--- config.mk ---
export PLATFORM = sky130hd
export DESIGN_NAME = wall_rom_arbiter
export DESIGN_NICKNAME = d
export VERILOG_FILES = /design/src/rtl/wall_rom_arbiter.sv
export SDC_FILE = /design/constraint.sdc
export NUM_CORES = 1
export LEC_CHECK = 0
export ABC_AREA = 1
export BUFFER_PORTS_ARGS = -buffer_cell sky130_fd_sc_hd__buf_4
export CAP_MARGIN = 0
export CORE_MARGIN = 5
export CORE_UTILIZATION = 48
export DETAILED_ROUTE_END_ITERATION = 12
export HOLD_SLACK_MARGIN = 0.08
export MAX_ROUTING_LAYER = met4
export PLACE_DENSITY = 0.79
export SLEW_MARGIN = 20
export SYNTH_ARGS = -nofsm -noshare
export SYNTH_HDL_FRONTEND = slang
export SYNTH_SLANG_ARGS = --single-unit
--- constraint.sdc ---
create_clock -name Clk -period 4.13 [get_ports Clk]
set_input_delay 0.2065 -clock Clk [delete_from_list [all_inputs] [get_ports Clk]]
set_output_delay 0.2065 -clock Clk [all_outputs]
set_load 0.02 [all_outputs]
--- src/rtl/wall_rom_arbiter.sv ---
// Round-robin arbiter sharing one combinational wall-map ROM port; fixed 2-cycle lookup latency.
// Optional macro WALL_ROM_BOUNDS_CHECK_EN: out-of-range addresses read as solid wall (all ones).
module wall_rom_arbiter #(
   parameter int NUM_REQ    = 3,
   parameter int ADDR_WIDTH = 8,
   parameter int DATA_WIDTH = 4,
   parameter int ROM_DEPTH  = 167
) (
   input  logic                          Clk,
   input  logic                          Reset_n,
   input  logic                          enable,
   input  logic [NUM_REQ-1:0]            req_valid,
   input  logic [NUM_REQ*ADDR_WIDTH-1:0] req_addr,
   output logic [NUM_REQ-1:0]            req_ready,
   output logic [NUM_REQ-1:0]            rsp_valid,
   output logic [DATA_WIDTH-1:0]         rsp_data,
   output logic [ADDR_WIDTH-1:0]         rom_addr,
   input  logic [DATA_WIDTH-1:0]         rom_data
);

   localparam int ID_W = (NUM_REQ > 1) ? $clog2(NUM_REQ) : 1;

   logic [ID_W-1:0]       ptr;
   logic [ID_W-1:0]       winner_p0;
   logic                  accept_p0;
   logic [ADDR_WIDTH-1:0] addr_p0;
   logic                  oob_p0;
   logic                  vld_p1;
   logic [ID_W-1:0]       id_p1;
   logic [ADDR_WIDTH-1:0] addr_p1;
   logic                  oob_p1;

   // Pick the valid requester closest to ptr going upward, wrapping at NUM_REQ.
   function automatic logic [ID_W-1:0] rr_pick(input logic [NUM_REQ-1:0] v,
                                                input logic [ID_W-1:0]    p);
      int              best_d;
      int              d;
      logic [ID_W-1:0] w;
      best_d = NUM_REQ;
      w      = '0;
      for (int i = 0; i < NUM_REQ; i++) begin
         d = i - int'(p);
         if (d < 0) d = d + NUM_REQ;
         if (v[i] && (d < best_d)) begin
            best_d = d;
            w      = ID_W'(i);
         end
      end
      return w;
   endfunction

   function automatic logic [ID_W-1:0] rr_next(input logic [ID_W-1:0] w);
      int n;
      n = int'(w) + 1;
      if (n >= NUM_REQ) n = 0;
      return ID_W'(n);
   endfunction

   function automatic logic [NUM_REQ-1:0] onehot(input logic [ID_W-1:0] id);
      logic [NUM_REQ-1:0] oh;
      oh = '0;
      for (int i = 0; i < NUM_REQ; i++) begin
         if (int'(id) == i) oh[i] = 1'b1;
      end
      return oh;
   endfunction

`ifdef WALL_ROM_BOUNDS_CHECK_EN
   function automatic logic out_of_range(input logic [ADDR_WIDTH-1:0] a);
      return (int'(a) >= ROM_DEPTH);
   endfunction

   assign oob_p0 = out_of_range(addr_p0);
`else
   assign oob_p0 = 1'b0;
`endif

   // Stage 0: arbitration and address select
   always_comb begin
      req_ready = '0;
      addr_p0   = '0;
      winner_p0 = rr_pick(req_valid, ptr);
      for (int i = 0; i < NUM_REQ; i++) begin
         if (int'(winner_p0) == i) begin
            req_ready[i] = enable & req_valid[i];
            addr_p0      = req_addr[i*ADDR_WIDTH +: ADDR_WIDTH];
         end
      end
   end

   assign accept_p0 = |(req_valid & req_ready);

   // Stage 1: registered ROM address
   always_ff @(posedge Clk or negedge Reset_n) begin
      if (!Reset_n) begin
         ptr     <= '0;
         vld_p1  <= 1'b0;
         id_p1   <= '0;
         addr_p1 <= '0;
         oob_p1  <= 1'b0;
      end else begin
         vld_p1 <= accept_p0;
         if (accept_p0) begin
            ptr     <= rr_next(winner_p0);
            id_p1   <= winner_p0;
            addr_p1 <= oob_p0 ? '0 : addr_p0;
            oob_p1  <= oob_p0;
         end
      end
   end

   assign rom_addr = addr_p1;

   // Stage 2: registered response
   always_ff @(posedge Clk or negedge Reset_n) begin
      if (!Reset_n) begin
         rsp_valid <= '0;
         rsp_data  <= '0;
      end else begin
         rsp_valid <= vld_p1 ? onehot(id_p1) : '0;
         if (vld_p1) rsp_data <= oob_p1 ? '1 : rom_data;
      end
   end

endmodule

# After elaboration in Yosys (flattened, before gate mapping)
# Cells that the tools add are included.
# W data, S select, Z words.
[word_totals]
regBits = 20
output_inout_bits = 18
elab_cells = 52
[classes]
add_sub_neg = 7
order_cmp = 7
eq_ne = 4
muxes = 18
bitwise = 4
reduce_logical = 6
[op_table]
columns = ["cell", "n"]
rows = [
  ["$mux W32", 5],
  ["$lt A32 B32 Y1", 2],
  ["$lt A32 B3 Y1 const B", 1],
  ["$mux W8", 3],
  ["$add A3 B3 Y4 const B", 3],
  ["$lt A3 B1 Y1 const B", 3],
  ["$eq A2 B2 Y1 const B", 4],
  ["$mux W1", 7],
  ["$sub A1 B2 Y3 const A", 2],
  ["$logic_not A2 Y1", 2],
  ["$mux W2", 2],
  ["$add A2 B1 Y3 const B", 1],
  ["$and A1 B1 Y1", 3],
  ["$and A3 B3 Y3", 1],
  ["$ge A3 B2 Y1 const B", 1],
  ["$logic_and A1 B1 Y1", 3],
  ["$mux W3", 1],
  ["$reduce_or A3 Y1", 1],
  ["$sub A2 B2 Y3 const A", 1],
]

# Logic depth before layout (Yosys ltp)
[depth]
depth_word = 16
ltp_mapped = 26

# Worst setup path before layout
# No wires, ideal clock.
[synth_timing]
path_kind = "reg2out"
from = "register id_p1[0] (netlist name)"
to = "output port req_ready[2]"
t_arrival_ns = 2.945
required_ns = 3.923
setup_slack_ns = 0.978
stages_incl_launch_ff = 25
n_path_buf = 2
cell_sequence = "dfrtp_1 > inv_1 > ha_1 > nand2_1 > nand2_1 > a21oi_1 > ha_1 > nand2_1 > nand2_1 > nand2_2 > nand2_4 > clkbuf_1 > nand2_1 > o21ai_0 > ha_1 > nand2_1 > nand2_1 > nand2_1 > nand2_1 > nand2_2 > nand2_4 > inv_4 > nand2_4 > buf_8 > inv_1"
[synth_lines]
columns = ["element", "line", "rtl"]
rows = [
  ["end: declaration", "14", "output logic [NUM_REQ-1:0] req_ready,"],
]

==> flow_summary.yaml <==
layout:
  n_fill_cell: 219
  diodes: 0
  area_growth_pct: 32.47
  drive_gt1_share_pct: 31.67
  multi_input_area_um2: 708.2
  seqCellArea_um2: 478.0
  fin_nets: 268
floorplanning:
  start_util_pct: 51.49
  die_area_um2: 3846
  rows: 18
  core_area_um2: 2522
  die_h_um: 62.02
  die_w_um: 62.02
  ios: 52
sta:
  fin_crit_sh_pct: 90.08
  setup_tns_ns: 0
  finalSetupViolCount: 0
  max_slew_margin_pct: 56.57
  finalHoldViolations: 0
  slew_viol_final: 0
  min_period_ns: 3.721
  worst_pin_slew_ns: 0.6495
  max_freq_mhz: 268.8
  hold_slack_ns: 0.1055
  rsz0062_at_grt: "false"
  setup_slack_ns: 0.4095
  clock_skew_ns: 0.006267
cts:
  cts_inserted_buffers: 3
  clk_pin_slew_ns: 0.11
  cts.path.max_buffers: 2
  cts_tree: "done"
  cts_setup_buffers: 0
  cts_max_level: 1
  clock_latency_ns: 0.29
  clock_sinks: 19
  root_buffer: "clkbuf_4"
power_and_ir_drop:
  leakage_nw: 1.016
  peakVddDrop_uv: 564.7
  p_per_area_nw_per_um2: 761.3
routing:
  vias_per_cell: 5.135
  drt-total-wl_um: 3263
  drc: 0
  vias: 1289
  dr.pass1.iters: 4
  drt-initial-drc-count: 51
  postRouteAntennaNets: 0
  routedWlPerCell_um: 13.00
global_routing:
  gr-total-overflow: 0
  grt_pass1_vias: 1273
  grtUsageTotal_pct: 19.15
  grt_pass1_wl_um: 5375
  antenna_found_initial: 0
  grt_max_degree: 20
synthesis:
  yosysTopAreaCellShare_pct: 36.61
  yosysTopAreaCell: "dfrtp_1"
  ys.warnings.count: 0
  synth-seq-cells: 19
  syn_inst: 169
  synth.avg_cell_area_um2: 7.685
  synthTopCellsByCount: "58 x nand2_1, 32 x nand3_1, 19 x dfrtp_1"
  synth.distinct_cells: 22
  synthArstFlopShare_pct: 100.0
  syn_area_um2: 1299
  seq_area_frac_synth_pct: 36.61
  ys_top_cells_by_area: "dfrtp_1 37%, nand2_1 17%, nand3_1 12%, ha_1 12%, inv_1 5.2%"
  yosysMostFrequentCell: "nand2_1"
  synth_flop_cell: "dfrtp_1"
  synth_edf_count: 0
  synthesis.nets: 215
place:
  gp_congestion: 0.8666
  place_ws_ns: 0.6661
  dp_hpwl_um: 2649
  port-buffer-count: 51
worst_setup_path:
  startpoint_type: "flop"
  worst_ep_required_time_ns: 3.92
  worstRegToRegCells: 21
  worstReg2RegStart: "id_p1[0]"
  cp_max_fo: 19
  endpoint_kind: "output port"
  cp-startpoint: "id_p1[0]"
  reg2reg_to: "rom_addr[0]"
  crit_type: "flop to output port"
  crit_path_end: "req_ready[2]"
  arrival_ns: 3.51
  rrSetupSlack_ns: 0.67
job:
  maxCapViolations: 0
hold_path:
  hold_path_class: "input pin to flop"
run_status:
  status: "finished, final reports clean"
==> power by group <==
part	switching, mW	internal (mW)
registers	0.0651	0.273
clock network	0.0548	0.0376
logic	0.554	0.325
total	0.674	0.636
==> per-stage QoR <==
step	instance area [µm²]	cells	util, %	total power [mW]
6_report	1720	251	68.20	1.310
3_5_place_dp	1682	246	66.67	1.225
2_1_floorplan	1299	169	-	0.9758
4_1_cts	1718	251	68.11	1.321
5_1_grt	1720	251	68.20	1.447
3_3_place_gp	1682	246	66.67	1.188
==> layout make-up <==
| cell class | count | area share [%] |
|---|---|---|
| Clock buffer | 4 | 1.527 |
| Tap cell | 30 | 2.182 |
| Sequential cell | 19 | 27.78 |
| Timing Repair Buffer | 52 | 22.84 |
| Multi-Input combinational cell | 126 | 41.16 |
| Inverter | 20 | 4.509 |
==> cells in the final DEF (no fill, tap or decap), drive strengths merged <==
cell          n
nand2        65
buf          51
nand3        37
inv          19
dfrtp        19
ha           12
clkbuf        4
nor2          3
nor3          3
a21oi         1
nand3b        1
clkinv        1
o21ai         1
nand4         1
o211ai        1
conb          1
dlygate4sd3   1
==> state kept, by name, indices dropped and copies added (netlist names) <==
signal,count
vld_p1,1
rsp_valid,3
rsp_data,4
rom_addr,8
ptr,1
id_p1,2
==> metal layers <==
metal	GRT usage [%]	routed length, µm	vias to the layer above	part of all wire, %
li1	-	-	644	-
met1	23.02	1266	599	39
met2	32.99	1747	42	54
met3	4.132	226	4	6.9
met4	3.636	22	0	0.67
met5	-	0	-	0
==> worst min path at each step <==
stage,startpoint,end,slack [ns],cells after the start
after CTS,rom_data[0],rsp_data[0],0.1,3
after global routing,rom_data[2],rsp_data[2],0.10,3
after floorplan,Reset_n,id_p1[0],-0.09,0
after detailed placement,Reset_n,rsp_valid[1],0.09,1
final,rom_data[2],rsp_data[2],0.11,3
after global placement,Reset_n,rsp_valid[1],0.09,1
==> cells by family (layout without fill, tap and decap cells) <==
kind of cell | count (synthesis) | count (layout) | share of synthesized area, %
other cells | 1 | 1 | 0.2887
buf+inv | 24 | 76 | 8.862
flops | 19 | 19 | 36.61
fa+ha+maj | 12 | 12 | 11.56
simple gates | 110 | 110 | 40.94
compound gates | 3 | 3 | 1.733
==> worst max-delay path, stage by stage, from the launching register on <==
cell      delay [ns]
dfrtp_2         0.47
inv_1           0.16
ha_1            0.22
nand2_1         0.07
nand2_1         0.09
a21oi_1         0.10
ha_1            0.29
nand2_1         0.05
nand2_1         0.06
nand2_2         0.07
nand2_4         0.14
clkinv_1        0.30
nand2_1         0.14
ha_1            0.23
nand2_1         0.07
nand2_1         0.06
nand2_2         0.07
nand2_4         0.13
inv_4           0.15
nand2_4         0.14
inv_1           0.08
buf_4           0.13
==> repair_timing <==
action,4_1_cts,5_1_grt
hold endpoints to repair,19,0
gates resized for setup,0,2
hold buffers,1,0
setup endpoints to repair,0,2
Note: power is estimated with default switching activity, not from simulation.
